**src/rtl/athena_pkg.sv**
```systemverilog
// Shared types and widths for the Athena pixel serializer.
//   PIXW   - bits per pixel (ROM word holds NPIX pixels)
//   ATTRW  - palette attribute width
//   COLW   - column counter / ROM address width
//   bank_t - one holding-buffer entry {valid, data, attr}
package athena_pkg;

    localparam int unsigned PIXW  = 4;
    localparam int unsigned ATTRW = 4;
    localparam int unsigned COLW  = 6;
    localparam int unsigned NPIX  = 8;
    localparam int unsigned WORDW = PIXW * NPIX;

    typedef struct packed {
        logic             valid;
        logic [31:0]      data;
        logic [ATTRW-1:0] attr;
    } bank_t;

    typedef enum logic {
        StIdle,
        StReq
    } req_state_e;

endpackage

```
**src/rtl/athena_pixel_shifter_if.sv**
```systemverilog
// ROM fetch port of the pixel serializer.
//   rom_addr - column being fetched       (master -> slave)
//   rom_req  - fetch request level        (master -> slave)
//   rom_ack  - one-cycle acknowledge      (slave -> master)
//   rom_data - 8 packed 4-bit pixels      (slave -> master, valid with ack)
//   rom_attr - attribute for the word     (slave -> master, valid with ack)
interface athena_pixel_shifter_if;
    import athena_pkg::*;

    logic [COLW-1:0]  rom_addr;
    logic             rom_req;
    logic             rom_ack;
    logic [31:0]      rom_data;
    logic [ATTRW-1:0] rom_attr;

    modport master (
        output rom_addr,
        output rom_req,
        input  rom_ack,
        input  rom_data,
        input  rom_attr
    );

    modport slave (
        input  rom_addr,
        input  rom_req,
        output rom_ack,
        output rom_data,
        output rom_attr
    );

endinterface

```
**src/rtl/athena_cen_edge.sv**
```systemverilog
// Rising-edge detector for a clock-enable level.
//   clk     - system clock
//   Reset_n - synchronous active-low reset
//   cen_i   - enable level
//   ce_o    - one-clk pulse in the cycle cen_i is high after being low
// The history bit resets to 1 so an enable already high at reset release
// does not produce a spurious pulse.
module athena_cen_edge (
    input  logic clk,
    input  logic Reset_n,
    input  logic cen_i,
    output logic ce_o
);

    logic last_cen_q, last_cen_d;

    always_comb begin
        last_cen_d = cen_i;
    end

    always_ff @(posedge clk) begin
        if (!Reset_n) begin
            last_cen_q <= 1'b1;
        end else begin
            last_cen_q <= last_cen_d;
        end
    end

    assign ce_o = cen_i & ~last_cen_q;

endmodule

```
**src/rtl/athena_pixel_shifter.sv**
```systemverilog
// Background/sprite pixel serializer.
//   clk, Reset_n   - system clock, synchronous active-low reset
//   Cen            - pixel clock-enable level (advance on its rising edge)
//   PLOAD_RSHIFTn  - 0: load shifter from bank AB_Sel, 1: shift
//   RL_Sel         - 1: LSB nibble first, 0: MSB nibble first
//   AB_Sel         - displayed bank; ROM fills go to the other bank
//   VDG            - blank output
//   G15_CE         - column advance enable
//   rom            - ROM fetch port (master side)
//   pix            - registered {attr, pixel}
//   pix_opaque     - registered: pixel nibble nonzero and not blanked
//   underrun       - sticky: load from an empty bank
//   overrun        - sticky: fill into a full bank, or advance with a fetch pending
module athena_pixel_shifter
    import athena_pkg::*;
(
    input  logic                     clk,
    input  logic                     Reset_n,
    input  logic                     Cen,
    input  logic                     PLOAD_RSHIFTn,
    input  logic                     RL_Sel,
    input  logic                     AB_Sel,
    input  logic                     VDG,
    input  logic                     G15_CE,
    athena_pixel_shifter_if.master   rom,
    output logic [ATTRW+PIXW-1:0]    pix,
    output logic                     pix_opaque,
    output logic                     underrun,
    output logic                     overrun
);

    logic ce;
    logic inc;
    logic fill_sel;
    logic load_sel;
    logic [PIXW-1:0] out_nib;

    bank_t                 bank_q [2];
    bank_t                 bank_d [2];
    logic [WORDW-1:0]      sr_q, sr_d;
    logic [ATTRW-1:0]      attr_q, attr_d;
    logic [COLW-1:0]       col_q, col_d;
    req_state_e            req_state_q, req_state_d;
    logic [ATTRW+PIXW-1:0] pix_q, pix_d;
    logic                  opaque_q, opaque_d;
    logic                  underrun_q, underrun_d;
    logic                  overrun_q, overrun_d;

    athena_cen_edge u_cen_edge (
        .clk     (clk),
        .Reset_n (Reset_n),
        .cen_i   (Cen),
        .ce_o    (ce)
    );

    assign inc      = ce & G15_CE;
    assign fill_sel = ~AB_Sel;
    assign load_sel = AB_Sel;
    assign out_nib  = RL_Sel ? sr_q[PIXW-1:0] : sr_q[WORDW-1 -: PIXW];

    always_comb begin
        bank_d      = bank_q;
        sr_d        = sr_q;
        attr_d      = attr_q;
        col_d       = col_q;
        req_state_d = req_state_q;
        pix_d       = pix_q;
        opaque_d    = opaque_q;
        underrun_d  = underrun_q;
        overrun_d   = overrun_q;

        if (inc) begin
            col_d = col_q + 1'b1;
        end

        // Request FSM: an advance always (re)opens a request for the new column.
        unique case (req_state_q)
            StIdle: begin
                if (inc) begin
                    req_state_d = StReq;
                end
            end
            StReq: begin
                if (inc) begin
                    overrun_d = 1'b1;
                end else if (rom.rom_ack) begin
                    req_state_d = StIdle;
                end
            end
            default: req_state_d = StIdle;
        endcase

        // Fill and load touch complementary banks, so they never collide.
        if (rom.rom_ack) begin
            if (bank_q[fill_sel].valid) begin
                overrun_d = 1'b1;
            end
            bank_d[fill_sel].valid = 1'b1;
            bank_d[fill_sel].data  = rom.rom_data;
            bank_d[fill_sel].attr  = rom.rom_attr;
        end

        if (ce) begin
            // Output uses the pre-load shifter contents.
            pix_d    = VDG ? '0 : {attr_q, out_nib};
            opaque_d = (|out_nib) & ~VDG;
            if (!PLOAD_RSHIFTn) begin
                if (bank_q[load_sel].valid) begin
                    sr_d   = bank_q[load_sel].data;
                    attr_d = bank_q[load_sel].attr;
                end else begin
                    sr_d       = '0;
                    attr_d     = '0;
                    underrun_d = 1'b1;
                end
                bank_d[load_sel].valid = 1'b0;
            end else if (RL_Sel) begin
                sr_d = sr_q >> PIXW;
            end else begin
                sr_d = sr_q << PIXW;
            end
        end
    end

    always_ff @(posedge clk) begin
        if (!Reset_n) begin
            bank_q[0]   <= '0;
            bank_q[1]   <= '0;
            sr_q        <= '0;
            attr_q      <= '0;
            col_q       <= '0;
            req_state_q <= StIdle;
            pix_q       <= '0;
            opaque_q    <= 1'b0;
            underrun_q  <= 1'b0;
            overrun_q   <= 1'b0;
        end else begin
            bank_q      <= bank_d;
            sr_q        <= sr_d;
            attr_q      <= attr_d;
            col_q       <= col_d;
            req_state_q <= req_state_d;
            pix_q       <= pix_d;
            opaque_q    <= opaque_d;
            underrun_q  <= underrun_d;
            overrun_q   <= overrun_d;
        end
    end

    assign rom.rom_addr = col_q;
    assign rom.rom_req  = (req_state_q == StReq);
    assign pix          = pix_q;
    assign pix_opaque   = opaque_q;
    assign underrun     = underrun_q;
    assign overrun      = overrun_q;

endmodule

```
**src/flat_wrapper.sv**
```systemverilog
// flat-port wrapper written by rule: the top's interface ports become plain ports
module athena_pixel_shifter_flat import athena_pkg::*;
  (clk, Reset_n, Cen, PLOAD_RSHIFTn, RL_Sel, AB_Sel, VDG, G15_CE, pix, pix_opaque, underrun, overrun, rom_rom_addr, rom_rom_req, rom_rom_ack, rom_rom_data, rom_rom_attr);
  athena_pixel_shifter_if rom_i ();
  input  logic clk;
  input  logic Reset_n;
  input  logic Cen;
  input  logic PLOAD_RSHIFTn;
  input  logic RL_Sel;
  input  logic AB_Sel;
  input  logic VDG;
  input  logic G15_CE;
  output logic [ATTRW+PIXW-1:0] pix;
  output logic pix_opaque;
  output logic underrun;
  output logic overrun;
  output wire logic [$bits(rom_i.rom_addr)-1:0] rom_rom_addr;
  output wire logic [$bits(rom_i.rom_req)-1:0] rom_rom_req;
  input wire logic [$bits(rom_i.rom_ack)-1:0] rom_rom_ack;
  input wire logic [$bits(rom_i.rom_data)-1:0] rom_rom_data;
  input wire logic [$bits(rom_i.rom_attr)-1:0] rom_rom_attr;
  assign rom_rom_addr = rom_i.rom_addr;
  assign rom_rom_req = rom_i.rom_req;
  assign rom_i.rom_ack = rom_rom_ack;
  assign rom_i.rom_data = rom_rom_data;
  assign rom_i.rom_attr = rom_rom_attr;
  athena_pixel_shifter u_core (.clk(clk), .Reset_n(Reset_n), .Cen(Cen), .PLOAD_RSHIFTn(PLOAD_RSHIFTn), .RL_Sel(RL_Sel), .AB_Sel(AB_Sel), .VDG(VDG), .G15_CE(G15_CE), .rom(rom_i), .pix(pix), .pix_opaque(pix_opaque), .underrun(underrun), .overrun(overrun));
endmodule
```
**config.mk**
```make
export PLATFORM = sky130hd
export DESIGN_NAME = athena_pixel_shifter_flat
export DESIGN_NICKNAME = d
export VERILOG_FILES = /design/src/rtl/athena_pkg.sv /design/src/rtl/athena_pixel_shifter_if.sv /design/src/rtl/athena_cen_edge.sv /design/src/rtl/athena_pixel_shifter.sv /design/src/flat_wrapper.sv
export SDC_FILE = /design/constraint.sdc
export NUM_CORES = 1
export LEC_CHECK = 0
export CAP_MARGIN = 20
export CORE_MARGIN = 5
export CORE_UTILIZATION = 30
export DETAILED_ROUTE_END_ITERATION = 7
export PLACE_DENSITY_LB_ADDON = 0.25
export SLEW_MARGIN = 20
export SYNTH_ARGS = -nofsm -noshare
export SYNTH_HDL_FRONTEND = slang
export SYNTH_SLANG_ARGS = --single-unit
```
**constraint.sdc**
```tcl
create_clock -name clk -period 4.38 [get_ports clk]
set_clock_uncertainty 0.15 [all_clocks]
set_input_delay 1.314 -clock clk [delete_from_list [all_inputs] [get_ports clk]]
set_output_delay 1.314 -clock clk [all_outputs]
set_load 0.01 [all_outputs]
```
==> flow_summary_export.csv <==
group,metric,value,unit
synth,synth-seq-area-share,0.4716,
clock_tree,cts_root_buf,"clkbuf_16",
power,leakage,2.360,nW
synth,synth_top_area_frac,0.4716,
setup_path,r2r-end,"u_core.sr_q[31]$_SDFFE_PN0N_",
setup_path,worst-r2r-setup-slack,2510,ps
synth,synthCells,632,
routing,routed_via_density,5.249,
die,boundaryPins,63,
final_layout,fill_cells,1788,
synth,yosysMostFrequentCell,"nand2_1",
routing,vias,4782,
clock_tree,clock_latency,420,ps
grt,grt_pass1_vias,4675,
clock_tree,clkSinkCount,129,
clock_tree,cts-resized-gates,0,
grt,grt_pass1_wl,24.72,mm
sta,finalCriticalPeriod,3073,ps
die,start_util,0.3049,
routing,drt-initial-drc-count,390,
synth,async_flop_share,0,
setup_path,path_max_fanout,15,
synth,avgSynthCellArea,8.665,sq um
die,std_cell_rows,49,
status,outcome,"finished clean",
sta,relSlewSlack,0.5181,
die,core,0.01796,sq mm
routing,route.detailed.drc,0,
routing,routed_wl,15.00,mm
grt,grt_use_total,0.1436,
clock_tree,cts_setup_buffers,0,
sta,hold_viol_final,0,
worst_hold_path,hold_depth,2,
sta,setup_viol,0,
clock_tree,hold_buffers,0,
placed_design,port_buffers,62,
synth,synth-edff-count,0,
setup_path,slowest_delay,750,ps
synth,synth_top_area_cell,"dfxtp_1",
power,vdd_drop_max,269.7,uV
setup_path,cp_data_arrival_time,3270,ps
flow_run,cap_violations,0,
synth,syn_nets,678,
clock_tree,clkSlewWorstSetupHoldPaths,50,ps
synth,synthFlopType,"dfxtp_1",
setup_path,crit_chain,"clkdlybuf4s50_1 -> and4bb_1 -> buf_4 -> a22oi_1 -> a21oi_1",
setup_path,crit_type,"input port to flop",
synth,synth.area.top_cells,"dfxtp_1 (47%), a21oi_1 (11%), nand2_1 (11%)",
worst_hold_path,min_path_type,"flop to flop",
clock_tree,numCtsBuffers,17,
setup_path,required,4580,ps
sta,tns,0,ps
synth,ys_top_cells_by_count,"nand2_1 (162), dfxtp_1 (129), a21oi_1 (123), mux2_1 (32), a22oi_1 (28)",
setup_path,r2r_cells,4,
synth,synthDistinctLibCells,39,
setup_path,startpoint_type,"input port",
die,fp.dieW,145.1,microns
clock_tree,clockBufferDepth,2,
die,dieArea,0.02106,sq mm
placed_design,gp_congestion,0.7408,
final_layout,fin_cells,911,
placed_design,placedCellCount,879,
synth,ys_ff_latch,129,
placed_design,dpl.hpwl,9.479,mm
setup_path,cp-startpoint,"PLOAD_RSHIFTn",
final_layout,diodes,0,
setup_path,r2r-start,"u_core.u_cen_edge.last_cen_q$_SDFF_PN1_",
grt,antenna_found_initial,0,
routing,avgRoutedWirePerCell,16.47,microns
routing,ant_nets,0,
final_layout,area_delta_synth_final,24.72,%
power,powerDensity,449.9,mW/mm^2
clock_tree,cts_tree,"done",
sta,rsz0062_at_grt,"no",
setup_path,cp-end-kind,"flop",
synth,ys_warn_count,0,
final_layout,nets,715,
clock_tree,cts_htree_levels,4,
grt,grt-ovfl-total,0,
final_layout,drive_above_1_share,0.07478,
setup_path,critical_path.slowest_cell,"clkdlybuf4s50_1",
setup_path,crit_path_end,"u_core.sr_q[31]$_SDFFE_PN0N_",
sta,max_freq,0.3254,GHz
routing,drt-pass1-iter-count,6,
grt,grt_start_max_net_pins,86,
sta,worst_pin_slew,721.4,ps
die,die_y,145.1,microns
sta,finalCritPeriodShare,0.7017,
synth,syn_area,0.005477,sq mm
sta,slew_violations,0,
-- final cells by class --
class                      instances  area [sq um]  area share
sequential                       129          2582      0.3781
multi-input combinational        447          2560      0.3748
timing repair buffer              73         710.7      0.1040
clock buffer                      19         452.9     0.06631
tap                              229         286.5     0.04195
clock inverter                    13         232.7     0.03407
inverter                           1         5.005   0.0007327
-- metal layers --
metal,vias up,routed length (microns),global-route usage,share of wire
met5,-,0,0,0
met4,0,225,0.05271,0.015
met3,19,827,0.04303,0.055
met2,150,6873,0.2219,0.46
met1,2305,7078,0.1900,0.47
li1,2308,-,-,-
-- report_power, final --
part           leakage, nW  switching [mW]  internal, mW
clock                0.321           0.530          1.10
combinational        0.989           0.124        0.0879
sequential            1.05          0.0228          1.21
-- layout by cell type (no fill, tap or decap), types with 2 or more instances in the layout --
master	instances
nand2_1	162
dfxtp_1	129
a21oi_1	123
clkdlybuf4s50_1	61
mux2_1	32
a22oi_1	28
a32oi_1	24
clkbuf_16	17
nand3_1	13
buf_4	10
nand3b_1	9
a31oi_1	6
o21ai_0	6
or3_1	6
bufinv_16	6
nor2_1	5
a21o_1	4
mux2i_1	4
clkinvlp_4	4
nand2b_1	3
clkinv_2	2
xor2_1	2
mux2_2	2
clkinv_4	2
clkbuf_8	2
-- critical path, delay by kind of cell --
kind | cells | cell delay [ps]
compound gates | 2 | 260
buf+inv | 2 | 1060
simple gates | 1 | 630
-- per-stage QoR --
stage | hold slack (ps) | instance area (sq um) | utilization | setup WS [ps] | power (mW)
detailed placement | 294.3 | 6145 | 0.3421 | 911.6 | 1.472
floorplan | 282.0 | 5477 | - | 1918 | 1.383
global placement | 288.4 | 6145 | 0.3421 | 993.4 | 1.465
CTS | 302.0 | 6830 | 0.3802 | 1348 | 3.106
finish | 303.7 | 6830 | 0.3802 | 1307 | 3.073
global route | 319.3 | 6830 | 0.3802 | 1189 | 3.184
-- how the worst min path moves through the flow --
stage                                               end                          start
after floorplan           u_core.attr_q[0]$_SDFFE_PN0P_  u_core.attr_q[0]$_SDFFE_PN0P_
after global placement                             flop                           flop
after detailed placement                           flop                           flop
after CTS                                          flop                           flop
after global routing                               flop                           flop
final                                              flop                           flop
-- cells by family after synthesis --
logic type / synth area share
and+or+nand+nor: 0.1702
AOI/OAI and AO/OA: 0.2141
DFF: 0.4716
buffers and inverters: 0.06146
muxes: 0.07722
xor gates and xnor gates: 0.003199
adders and majority gates: 0.002284
Power figures use the tool's default switching activity.
